$ cat config.mk
export PLATFORM = sky130hd
export DESIGN_NAME = run_detect_scheduler
export DESIGN_NICKNAME = d
export VERILOG_FILES = /design/src/rtl/run_detect_scheduler.sv
export SDC_FILE = /design/constraint.sdc
export NUM_CORES = 1
export LEC_CHECK = 0
export BUFFER_PORTS_ARGS = -buffer_cell sky130_fd_sc_hd__clkbuf_2
export CORE_ASPECT_RATIO = 0.6
export CORE_UTILIZATION = 48
export DETAILED_ROUTE_END_ITERATION = 8
export PLACE_DENSITY = 0.75
export SLEW_MARGIN = 20
export SYNTH_ARGS = -nofsm -noshare
export SYNTH_HDL_FRONTEND = slang
export SYNTH_SLANG_ARGS = --single-unit
$ cat constraint.sdc
create_clock -name clk -period 1.7 [get_ports clk]
set_input_delay 0.085 -clock clk [delete_from_list [all_inputs] [get_ports clk]]
set_output_delay 0.085 -clock clk [all_outputs]
set_load 0.02 [all_outputs]
$ cat src/rtl/run_detect_scheduler.sv
// Round-robin scheduler sharing one saturating consecutive-ones run detector among NUM_CH serial channels.
// Define RUN_DETECT_SCHED_HITCNT_EN to add the 16-bit hit_cnt output and its hit_clr input.
module run_detect_scheduler #(
    parameter int NUM_CH = 4,
    parameter int CNT_W  = 2,
    parameter int THRESH = 2
) (
    input  logic                      clk,
    input  logic                      reset,
    input  logic [NUM_CH-1:0]         req,
    input  logic [NUM_CH-1:0]         bit_in,
    output logic [NUM_CH-1:0]         gnt,
    input  logic [NUM_CH-1:0]         clr,
    output logic                      res_valid,
    output logic [$clog2(NUM_CH)-1:0] res_ch,
    output logic                      res_out,
    output logic [CNT_W-1:0]          res_cnt
`ifdef RUN_DETECT_SCHED_HITCNT_EN
    ,
    input  logic                      hit_clr,
    output logic [15:0]               hit_cnt
`endif
);

    localparam int IDX_W = $clog2(NUM_CH);
    localparam logic [CNT_W-1:0] CNT_MAX = '1;

    logic [IDX_W-1:0] ptr_q, ptr_d;
    logic [CNT_W-1:0] cnt_q [NUM_CH];
    logic [CNT_W-1:0] cnt_d [NUM_CH];
    logic             res_valid_q, res_valid_d;
    logic [IDX_W-1:0] res_ch_q, res_ch_d;
    logic             res_out_q, res_out_d;
    logic [CNT_W-1:0] res_cnt_q, res_cnt_d;

    logic             found;
    logic [IDX_W-1:0] gnt_idx;
    logic [CNT_W-1:0] new_cnt;
    int               idx;

    // Grant is held at zero while reset is asserted, so nothing is granted during that cycle.
    always_comb begin
        found   = 1'b0;
        gnt_idx = '0;
        gnt     = '0;
        idx     = 0;
        if (reset) begin
            for (int off = 0; off < NUM_CH; off++) begin
                idx = (int'(ptr_q) + off) % NUM_CH;
                if (!found && req[idx]) begin
                    found   = 1'b1;
                    gnt_idx = idx[IDX_W-1:0];
                end
            end
            if (found) begin
                gnt[gnt_idx] = 1'b1;
            end
        end
    end

    always_comb begin
        cnt_d       = cnt_q;
        new_cnt     = '0;
        ptr_d       = ptr_q;
        res_valid_d = found;
        res_ch_d    = res_ch_q;
        res_out_d   = res_out_q;
        res_cnt_d   = res_cnt_q;
        for (int i = 0; i < NUM_CH; i++) begin
            if (clr[i]) begin
                cnt_d[i] = '0;
            end
        end
        if (found) begin
            // A clear on the granted channel wins: the sample is consumed but the run restarts at 0.
            if (clr[gnt_idx]) begin
                new_cnt = '0;
            end else if (bit_in[gnt_idx]) begin
                new_cnt = (cnt_q[gnt_idx] == CNT_MAX) ? CNT_MAX : cnt_q[gnt_idx] + CNT_W'(1);
            end
            cnt_d[gnt_idx] = new_cnt;
            ptr_d          = (gnt_idx == IDX_W'(NUM_CH - 1)) ? '0 : gnt_idx + IDX_W'(1);
            res_ch_d       = gnt_idx;
            res_cnt_d      = new_cnt;
            res_out_d      = (int'(new_cnt) >= THRESH);
        end
    end

    always_ff @(posedge clk) begin
        if (!reset) begin
            ptr_q       <= '0;
            for (int i = 0; i < NUM_CH; i++) begin
                cnt_q[i] <= '0;
            end
            res_valid_q <= 1'b0;
            res_ch_q    <= '0;
            res_out_q   <= 1'b0;
            res_cnt_q   <= '0;
        end else begin
            ptr_q       <= ptr_d;
            cnt_q       <= cnt_d;
            res_valid_q <= res_valid_d;
            res_ch_q    <= res_ch_d;
            res_out_q   <= res_out_d;
            res_cnt_q   <= res_cnt_d;
        end
    end

    assign res_valid = res_valid_q;
    assign res_ch    = res_ch_q;
    assign res_out   = res_out_q;
    assign res_cnt   = res_cnt_q;

`ifdef RUN_DETECT_SCHED_HITCNT_EN
    logic [15:0] hit_q, hit_d;

    always_comb begin
        hit_d = hit_q;
        if (hit_clr) begin
            hit_d = '0;
        end else if (found && res_out_d && (hit_q != 16'hFFFF)) begin
            hit_d = hit_q + 16'd1;
        end
    end

    always_ff @(posedge clk) begin
        if (!reset) begin
            hit_q <= '0;
        end else begin
            hit_q <= hit_d;
        end
    end

    assign hit_cnt = hit_q;
`endif

endmodule

==> results.md <==
STA
- **achievable clock frequency** 503 MHz
- **time the final worst path needs with I/O delays and setup** 1990 ps
- **Tightest Pin Transition** 502 ps
- **total count of hold-check failures in the final report** 0
- **setup repair after global routing missed its margin** true
- **final slew viol count** 0
- **Worst Clk Skew** 8.05 ps
- **worst max-slew margin expressed relative to the limit** 66.6%
- **final clock period utilization by the worst path** 117%
- **total of endpoints with negative setup slack in the final report** 15
- **post-route worst setup slack** -289 ps

Clock tree
- **H-tree levels** 1
- **setup repair bufs after CTS** 0
- **deepest clock path buffer count** 2
- **latest clock arrival within the worst-skew pair** 250 ps
- **number of sinks driven by the clock tree** 16
- **clock tree from TritonCTS** yes
- **clock root buffer master** sky130_fd_sc_hd__clkbuf_8
- **number of buffers inserted during clock tree synthesis** 3
- **CTS clock-pin slew for the worst setup and hold paths** 70 ps

Detailed routing
- **via density per instance** 6.61
- **total via count in the routed design** 1362
- **per-cell routed wire length** 20.8 um
- **drt first pass iters** 7
- **violation count after the first detailed-route iteration** 190
- **routed wire length** 4.29 mm
- **count of nets left with antenna violations after detail routing** 0
- **number of remaining DRC errors** 0

Global route
- **Overall Global Routing Usage** 30.8%
- **gr ovfl total** 0
- **first-pass GRT wire length** 5.35 mm
- **antenna violations before repair** 0
- **largest net degree at the start of global routing** 15
- **via count of the first global-routing pass** 1059

Logic synthesis
- **share of synthesized registers carrying an async set or reset** 0%
- **leading post-synthesis cells by cell area** sky130_fd_sc_hd__dfxtp_1, sky130_fd_sc_hd__ha_1, sky130_fd_sc_hd__nand2_1
- **Mean Syn Cell Area** 8.31 sq um
- **Primary FF master, synth** sky130_fd_sc_hd__dfxtp_1
- **sequential cell area fraction in the yosys report** 29.9%
- **cell area after synthesis** 1070 sq um
- **Yosys reg bits** 16
- **cell accounting for the most synthesized area** sky130_fd_sc_hd__dfxtp_1
- **Synthesized Nets** 147
- **list of most frequent post-synthesis cells** sky130_fd_sc_hd__dfxtp_1, sky130_fd_sc_hd__nand2_1, sky130_fd_sc_hd__nor2_1
- **number of warnings issued by yosys** 0
- **Gate Count Post-Synth** 129
- **most frequently used cell type in the post-synthesis netlist** sky130_fd_sc_hd__dfxtp_1
- **synth unique cells** 41
- **number of flops mapped to enable cells by yosys** 0
- **area fraction of the dominant cell type after synthesis** 29.9%

Placement
- **RePlAce Congestion** 0.981
- **pre-CTS WS** -260 ps
- **HPWL after detailed placement** 2.51 mm
- **count of input and output buffers** 23

Power and ir drop
- **reported leakage power** 0.000672 uW
- **Peak supply drop** 493 uV
- **total power density per cell area** 818 nW/um^2

Floorplan
- **Row Count** 12
- **Die Outline Area** 2430 sq um
- **Vert. Die Dim** 38.6 um
- **IO Count** 24
- **Std-Cell Core Area** 1970 sq um
- **Die Width** 63.0 um
- **Initial Utilization** 54.5%

Final layout
- **Layout area overhead** 51.3%
- **final core occ** 82.5%
- **share of layout cells above drive strength 1** 49.4%
- **number of antenna cells inserted** 0
- **net count of the finished layout** 197

Hold path
- **hold-critical path depth** 3
- **Hold Path End** cnt_q[3]$_SDFF_PN0_
- **Hold Path Class** primary input to flip-flop
- **launch instance of the worst min-delay path** clr[2]

Status
- **status** finished, violations left
- **violated checks** setup timing

Critical path
- **Crit. path cell count** 8
- **stage delay of the slowest cell on the critical path** 400 ps
- **category of the critical setup timing path** flip-flop to flip-flop
- **critical-path cell list** nand2_2, buf_4, a211oi_1, nor2_2, nor3_2, o32ai_4, o21a_1, nor2_1
- **highest fanout seen on the critical path** 8
- **worst path bufs/invs** 1
- **cell with the largest stage delay on the worst path** sky130_fd_sc_hd__dfxtp_4
- **flop2flop setup slack** -290 ps
- **critical path data required time** 1880 ps
- **crit-path leading delay family** compound AO/OA/AOI/OAI gates
- **capturing point of the worst reg2reg path** cnt_q[0]$_SDFF_PN0_
- **type of origin of the critical path** flip-flop
- **crit path capture type** flip-flop
- **count of cells along the worst register-to-register path** 8
- **critical register-to-register path startpoint** ptr_q[1]$_SDFFE_PN0P_
- **Arrival @ worst endpoint** 2170 ps

Run
- **Max-cap violations** 0

worst register-to-register path, stage by stage, from the launching register on:
cell and delay (ps):
sky130_fd_sc_hd__dfxtp_4 400, sky130_fd_sc_hd__nand2_2 80, sky130_fd_sc_hd__buf_4 140, sky130_fd_sc_hd__a211oi_1 330, sky130_fd_sc_hd__nor2_2 150, sky130_fd_sc_hd__nor3_2 310
sky130_fd_sc_hd__o32ai_4 180, sky130_fd_sc_hd__o21a_1 220, sky130_fd_sc_hd__nor2_1 120
layout make-up:
cell class	count	area, sq um
multi-input combinational	103	868
fill	112	344
sequential	16	328
timing repair buffer	48	310
clock buffer	4	55.1
tap	28	35.0
inverter	7	26.3
power breakdown:
| part | internal (uW) | total, uW | switching (uW) |
|---|---|---|---|
| combinational | 235 | 548 | 313 |
| clock | 206 | 345 | 140 |
| sequential | 403 | 434 | 30.5 |
sequential cells by signal (all words and copies together), names as in the netlist:
name,flops
res_cnt,2
res_ch,2
res_valid,1
res_out,1
ptr_q,2
cnt_q,8
through the flow:
step / power (uW) / TNS, ps / hold WS, ps / cells / area [sq um]
floorplan: 702 / -215 / 233 / 129 / 1100
global placement: 859 / -1410 / 383 / 202 / 1420
detailed placement: 867 / -2200 / 405 / 202 / 1420
CTS: 1250 / -1540 / 140 / 206 / 1550
global route: 1370 / -3920 / 153 / 206 / 1620
finish: 1330 / -3200 / 143 / 206 / 1620
layer usage:
| layer | vias up | routed length (um) | GRT usage, % |
|---|---|---|---|
| met2 | 136 | 1780 | 47.0 |
| li1 | 571 | - | - |
| met1 | 624 | 1760 | 42.2 |
| met5 | - | 0 | 0 |
| met4 | 0 | 201 | 4.65 |
| met3 | 31 | 548 | 11.2 |
cell usage in the layout (no fill, tap or decap), types with 2 or more instances in the layout:
cell                       synthesis  final
sky130_fd_sc_hd__nor2_1           13     12
sky130_fd_sc_hd__nor2b_1           4      3
sky130_fd_sc_hd__nand2b_1          2      2
sky130_fd_sc_hd__nand3b_1          4      4
sky130_fd_sc_hd__nand2_2           3      4
sky130_fd_sc_hd__buf_4             0     23
sky130_fd_sc_hd__a21oi_1           9      8
sky130_fd_sc_hd__ha_1              4      4
sky130_fd_sc_hd__o31ai_1           4      2
sky130_fd_sc_hd__o21ai_1           1      4
sky130_fd_sc_hd__nand2_1          13     12
sky130_fd_sc_hd__nand4b_1          4      4
sky130_fd_sc_hd__clkbuf_2          0     22
sky130_fd_sc_hd__nor2b_4           0      2
sky130_fd_sc_hd__o21a_1            5      5
sky130_fd_sc_hd__dfxtp_1          16     14
sky130_fd_sc_hd__nor3_1            4      3
sky130_fd_sc_hd__nor2b_2           3      2
sky130_fd_sc_hd__inv_1             6      6
sky130_fd_sc_hd__o31ai_2           0      2
sky130_fd_sc_hd__nor2_2            1      2
sky130_fd_sc_hd__clkbuf_8          0      4
sky130_fd_sc_hd__buf_6             0      2
sky130_fd_sc_hd__dfxtp_4           0      2
sky130_fd_sc_hd__nand3_2           0      3
how the worst max path moves through the flow:
stage,from,to,slack [ps]
floorplan,ptr_q[0]$_SDFFE_PN0P_,res_cnt[0]$_SDFFE_PN0P_,-40
global placement,req[0],cnt_q[0]$_SDFF_PN0_,-170
detailed placement,ptr_q[0]$_SDFFE_PN0P_,cnt_q[5]$_SDFF_PN0_,-260
CTS,ptr_q[0]$_SDFFE_PN0P_,res_cnt[0]$_SDFFE_PN0P_,-160
global route,ptr_q[1]$_SDFFE_PN0P_,cnt_q[0]$_SDFF_PN0_,-330
finish,ptr_q[1]$_SDFFE_PN0P_,cnt_q[0]$_SDFF_PN0_,-290
logic make-up (layout without fill, tap and decap cells):
logic type | Yosys count | after routing | synth area share [%]
AND/OR/NAND/NOR | 60 | 60 | 32.0
AO/OA/AOI/OAI | 38 | 38 | 28.4
flip-flops | 16 | 16 | 29.9
buffers and inverters | 10 | 59 | 3.73
adder cells (fa/ha/maj) | 4 | 4 | 4.67
multiplexers | 1 | 1 | 1.40
repair_timing:
item / in CTS / in global routing
pin swaps: 9 / 14
setup endpoints to repair: 16 / 16
resized for setup: 14 / 15
hold buffers: 0 / 0
Note: power is estimated with default switching activity, not from simulation.
